[config.mk]
export PLATFORM = sky130hd
export DESIGN_NAME = stopwatch_ctrl
export DESIGN_NICKNAME = d
export VERILOG_FILES = /design/src/rtl/stopwatch_ctrl.sv
export SDC_FILE = /design/constraint.sdc
export NUM_CORES = 1
export LEC_CHECK = 0
export CORE_UTILIZATION = 45
export CTS_BUF_LIST = sky130_fd_sc_hd__clkbuf_8
export DETAILED_ROUTE_END_ITERATION = 10
export MAX_ROUTING_LAYER = met4
export PLACE_DENSITY = 0.76
export SETUP_SLACK_MARGIN = 0.05
export SKIP_LAST_GASP = 1
export SLEW_MARGIN = 20
export SYNTH_ARGS = -nofsm -noshare
export SYNTH_HDL_FRONTEND = slang
export SYNTH_SLANG_ARGS = --single-unit
[constraint.sdc]
create_clock -name clk_core -period 2.35 [get_ports clk_core]
set_clock_uncertainty 0.15 [all_clocks]
set_input_delay 0.3525 -clock clk_core [delete_from_list [all_inputs] [get_ports clk_core]]
set_output_delay 0.3525 -clock clk_core [all_outputs]
set_load 0.01 [all_outputs]
[src/rtl/stopwatch_ctrl.sv]
// stopwatch_ctrl: run/pause/lap/clear controller producing the 100 Hz count enable, core clear and display mux.
// Define STOPWATCH_CTRL_LAP_EN to build the LAP state and snapshot registers; otherwise the display is always live.
module stopwatch_ctrl #(
    parameter int unsigned time_scale = 500000
) (
    input  logic       clk_core,
    input  logic       rst,
    input  logic       ss_i,
    input  logic       lc_i,
    input  logic [5:0] min_i,
    input  logic [5:0] sec_i,
    input  logic [6:0] ms_10_i,
    output logic       tick_en,
    output logic       core_clr_n,
    output logic [5:0] disp_min,
    output logic [5:0] disp_sec,
    output logic [6:0] disp_ms_10,
    output logic [1:0] state_o
);
    localparam int unsigned PW = (time_scale > 1) ? $clog2(time_scale) : 1;
    localparam logic [PW-1:0] P_MAX = PW'(time_scale - 1);

    typedef enum logic [1:0] {
        IDLE  = 2'd0,
        RUN   = 2'd1,
        PAUSE = 2'd2,
        LAP   = 2'd3
    } state_e;

    typedef struct packed {
        logic [5:0] min;
        logic [5:0] sec;
        logic [6:0] ms_10;
    } disp_t;

    state_e        state_q, state_d;
    logic [PW-1:0] p_q, p_d;
    logic          ss_q, lc_q;
    logic          tick_q, tick_d;
    logic          clr_n_q, clr_n_d;
    disp_t         disp_q, disp_d;
    disp_t         live;
    logic          ss_press, lc_press;

    assign live = '{min: min_i, sec: sec_i, ms_10: ms_10_i};

`ifdef STOPWATCH_CTRL_LAP_EN
    disp_t snap_q, snap_d;
`endif

    // NOTE: every combinational output gets a default first, so no path can infer a latch.
    always_comb begin
        ss_press = ss_i & ~ss_q;
        lc_press = lc_i & ~lc_q;
        state_d  = state_q;

        case (state_q)
            IDLE: if (ss_press) state_d = RUN;
            RUN: begin
                if (ss_press) state_d = PAUSE;
`ifdef STOPWATCH_CTRL_LAP_EN
                else if (lc_press) state_d = LAP;
`endif
            end
            PAUSE: begin
                if (ss_press)      state_d = RUN;
                else if (lc_press) state_d = IDLE;
            end
`ifdef STOPWATCH_CTRL_LAP_EN
            LAP: begin
                if (ss_press)      state_d = PAUSE;
                else if (lc_press) state_d = RUN;
            end
`endif
            default: state_d = IDLE;
        endcase

        // Phase is held through PAUSE so a pause/resume pair costs no tick phase.
        p_d    = p_q;
        tick_d = 1'b0;
        case (state_q)
            RUN, LAP: begin
                if (p_q == P_MAX) begin
                    p_d    = '0;
                    tick_d = 1'b1;
                end else begin
                    p_d = p_q + PW'(1);
                end
            end
            PAUSE:   p_d = p_q;
            default: p_d = '0;
        endcase

        clr_n_d = ~((state_q == PAUSE) && (state_d == IDLE));

`ifdef STOPWATCH_CTRL_LAP_EN
        snap_d = ((state_q == RUN) && (state_d == LAP)) ? live : snap_q;
        disp_d = (state_d == LAP) ? snap_d : live;
`else
        disp_d = live;
`endif
    end

    // NOTE: sequential state uses non-blocking assignments only; the async reset value of
    // the button history is 1 so a button held through reset never reads as a press.
    always_ff @(posedge clk_core or negedge rst) begin
        if (!rst) begin
            state_q <= IDLE;
            p_q     <= '0;
            ss_q    <= 1'b1;
            lc_q    <= 1'b1;
            tick_q  <= 1'b0;
            clr_n_q <= 1'b0;
            disp_q  <= '0;
        end else begin
            state_q <= state_d;
            p_q     <= p_d;
            ss_q    <= ss_i;
            lc_q    <= lc_i;
            tick_q  <= tick_d;
            clr_n_q <= clr_n_d;
            disp_q  <= disp_d;
        end
    end

`ifdef STOPWATCH_CTRL_LAP_EN
    always_ff @(posedge clk_core or negedge rst) begin
        if (!rst) snap_q <= '0;
        else      snap_q <= snap_d;
    end
`endif

    assign tick_en    = tick_q;
    assign core_clr_n = clr_n_q;
    assign disp_min   = disp_q.min;
    assign disp_sec   = disp_q.sec;
    assign disp_ms_10 = disp_q.ms_10;
    assign state_o    = state_q;

endmodule

==> flow_summary.yaml, run 1 <==
detailed_routing:
  wirelength_um: 4200
  vias: 1527
  drc: 0
  wire_per_inst_um: 15.0
  dr.pass1.iters: 4
  postRouteAntennaNets: 0
  drt_iter0_drc: 128
  vias_per_cell: 5.45
timing:
  min_period_over_period_pct: 97.7
  relSlewSlack_pct: 64.2
  hold_viol_final: 0
  holdWs_ps: 337
  setup_viol: 0
  fin_crit_ps: 2300
  fmax_mhz: 436
  tightest_slew_ps: 537
  rsz0062_at_grt: "true"
  slew_viol_final: 0
setup_path:
  crit_arrival_ps: 2330
  crit_family: "simple AND/OR/NAND/NOR gates"
  ff2ff_path_depth: 5
  crit_buf_inv: 0
  crit_path_end_kind: "register"
  r2r_start: "p_q[9]"
  cp-start-kind: "register"
  cp-startpoint: "p_q[9]"
  critPathKind: "reg2reg"
  crit_chain: "or4bb_1, or4_4, o21a_4, a21o_1, a22o_1"
  slowest_delay_ps: 550
  r2r-end: "p_q[3]"
  path_max_fanout: 9
  required_ps: 2380
  timing.reg2reg.setup_slack_ps: 50
  critPathSlowestCell: "or4_4"
logic_synthesis:
  synth.distinct_cells: 38
  ys_ff_latch: 44
  synth_warnings: 0
  syn_inst: 168
  yosysSeqAreaShare_pct: 60.4
  synth.avg_cell_area_um2: 10.9
  synth_nets: 192
  synthesis.area_um2: 1830
layout:
  mostFrequentLayoutCell: "clkdlybuf4s50_1"
  nFillCells: 262
  post-route-util_pct: 68.3
  final_nets: 255
  final_cell_mix: "clkdlybuf4s50_1 (44), dfrtp_1 (42), nand2_1 (24)"
  drive_gt1_share_pct: 15.1
  area_delta_synth_final_pct: 41.0
  num_antenna_cells: 0
worst_hold_path:
  whs_endpoint: "disp_sec[3]"
  hp-class: "in2reg"
  hold_start: "sec_i[3]"
  whs_path_depth: 1
placed_design:
  place.gp.congestion: 0.903
  io_buffers: 45
  post-dp-hpwl_um: 3050
global_routing:
  grt_pass1_vias: 1618
  antenna_found_initial: 0
  grt.overflow.total: 0
  grt_max_degree: 45
  grt_pass1_wl_um: 7220
  grt_usage_pct: 23.3
power_and_ir_drop:
  power.share.sequential_pct: 45.6
  p_leak_nw: 1.10
  switching_power_w: 0.000501
  p_sw_share_pct: 26.0
  combinationalPowerShare_pct: 20.0
  intPower_w: 0.00143
  clockPowerShare_pct: 34.5
  p_per_area_nw_per_um2: 749
  ir_drop_uv: 703
clock_tree:
  cts.sinks: 44
  cts_root_buf: "clkbuf_8"
  cts_made_buffers: 5
  clockBufferDepth: 2
  clk_pin_slew_worst_paths_ps: 80
  worstSkewPairLatency_ps: 300
  h-tree-depth: 2
  cts_tree: "done"
run:
  cap_viol_max_count: 0
floorplan:
  placementRows: 22
  fp.dieH_um: 65.7
  start_util_pct: 48.5
  core_area_um2: 3770
  fp.dieW_um: 65.7
  io_pins: 46
  die-area_um2: 4320
status:
  outcome: "complete, no violations"
## how the worst max path moves through the flow
stage	end	slack, ps	cells past startpoint
global route	p_q[3]	20	5
global placement	p_q[3]	50	5
CTS	p_q[3]	40	5
finish	p_q[3]	50	5
detailed placement	p_q[3]	-0.1	5
floorplan	p_q[16]	40	5
## power groups by stage
stage / clock network (W) / registers, W / logic, W
global route: 0.000712 / 0.000891 / 0.000419
floorplan: 0 / 0.000872 / 0.000190
detailed placement: 0 / 0.000889 / 0.000369
finish: 0.000666 / 0.000880 / 0.000385
global placement: 0 / 0.000885 / 0.000356
CTS: 0.000686 / 0.000878 / 0.000386
## synth_stat cells (all sizes together)
master | instances | area [µm²]
nand2 | 24 | 90.1
and4 | 2 | 17.5
xnor2 | 4 | 35.0
nand3b | 2 | 15.0
nor2 | 4 | 15.0
inv | 3 | 11.3
and2 | 1 | 6.26
nand4 | 7 | 43.8
nand2b | 2 | 12.5
or2 | 1 | 6.26
dfrtp | 42 | 1050
a21o | 2 | 15.0
o21a | 1 | 7.51
mux2i | 1 | 10.0
ha | 1 | 12.5
or3 | 6 | 37.5
a21oi | 3 | 15.0
or4 | 2 | 22.5
and3 | 3 | 20.0
o31ai | 1 | 7.51
buf | 4 | 33.8
nor4 | 3 | 18.8
nor2b | 2 | 12.5
dfstp | 2 | 52.6
a31oi | 1 | 6.26
o22ai | 1 | 6.26
a221o | 2 | 20.0
nand4b | 2 | 17.5
clkbuf | 5 | 18.8
o21ai | 9 | 45.0
nor3 | 4 | 20.0
or4bb | 2 | 22.5
nand3 | 17 | 85.1
a22o | 2 | 17.5
## flip-flops by register name (all words and copies together), names as in the netlist
register / flops
core_clr_n: 1
ss_q: 1
tick_en: 1
lc_q: 1
disp_min: 6
disp_ms_10: 7
p_q: 19
disp_sec: 6
state_o: 2
## metrics by stage
stage	power (W)	setup slack [ps]	area, µm²	TNS (ps)	instances
global placement	0.00124	49.3	2420	0	271
finish	0.00193	54.1	2580	0	280
floorplan	0.00106	38.3	1840	0	168
global route	0.00202	15.0	2580	0	280
CTS	0.00195	38.3	2580	0	280
detailed placement	0.00126	-0.107	2420	-0.107	271
## logic make-up (layout without fill, tap and decap cells)
kind of cell / count (synthesis) / in the layout / share of synthesized area [%]
AO/OA/AOI/OAI: 22 / 22 / 7.67
adder cells (fa/ha/maj): 1 / 1 / 0.684
multiplexers: 1 / 1 / 0.548
XOR/XNOR: 4 / 4 / 1.92
AND/OR/NAND/NOR: 84 / 84 / 25.3
flip-flops: 44 / 44 / 60.4
buffers and inverters: 12 / 76 / 3.49
## layer usage
layer,routed length [µm],part of all wire [%],global-route usage [%],vias to the layer above
li1,-,-,-,728
met4,70,1.7,8.97,0
met5,0,0,-,-
met2,2230,53,39.9,55
met1,1640,39,25.7,734
met3,262,6.2,6.08,10
## what timing repair did
item,CTS,global route
endpoints found under the hold margin,39,0
gates resized for setup,3,0
endpoints found under the setup margin,8,6
pin swaps,0,1
hold buffers,1,0
buffers inserted,0,0
## final cells by class
type | instances | area (µm²) | share of cell area (%)
Multi-Input combinational cell | 112 | 672 | 26.1
Timing Repair Buffer | 65 | 598 | 23.2
Sequential cell | 44 | 1100 | 42.8
Tap cell | 48 | 60.1 | 2.33
Clock buffer | 5 | 68.8 | 2.67
Inverter | 3 | 11.3 | 0.437
Clock inverter | 3 | 63.8 | 2.48
No activity file was read; power rests on OpenSTA's default activity.
==> run 2: changes to the inputs <==
Settings changed: CTS_CLUSTER_DIAMETER set to 150.
==> results of run 2 <==
Same layout as run 1: the final DEF is identical, and so are final timing and power.
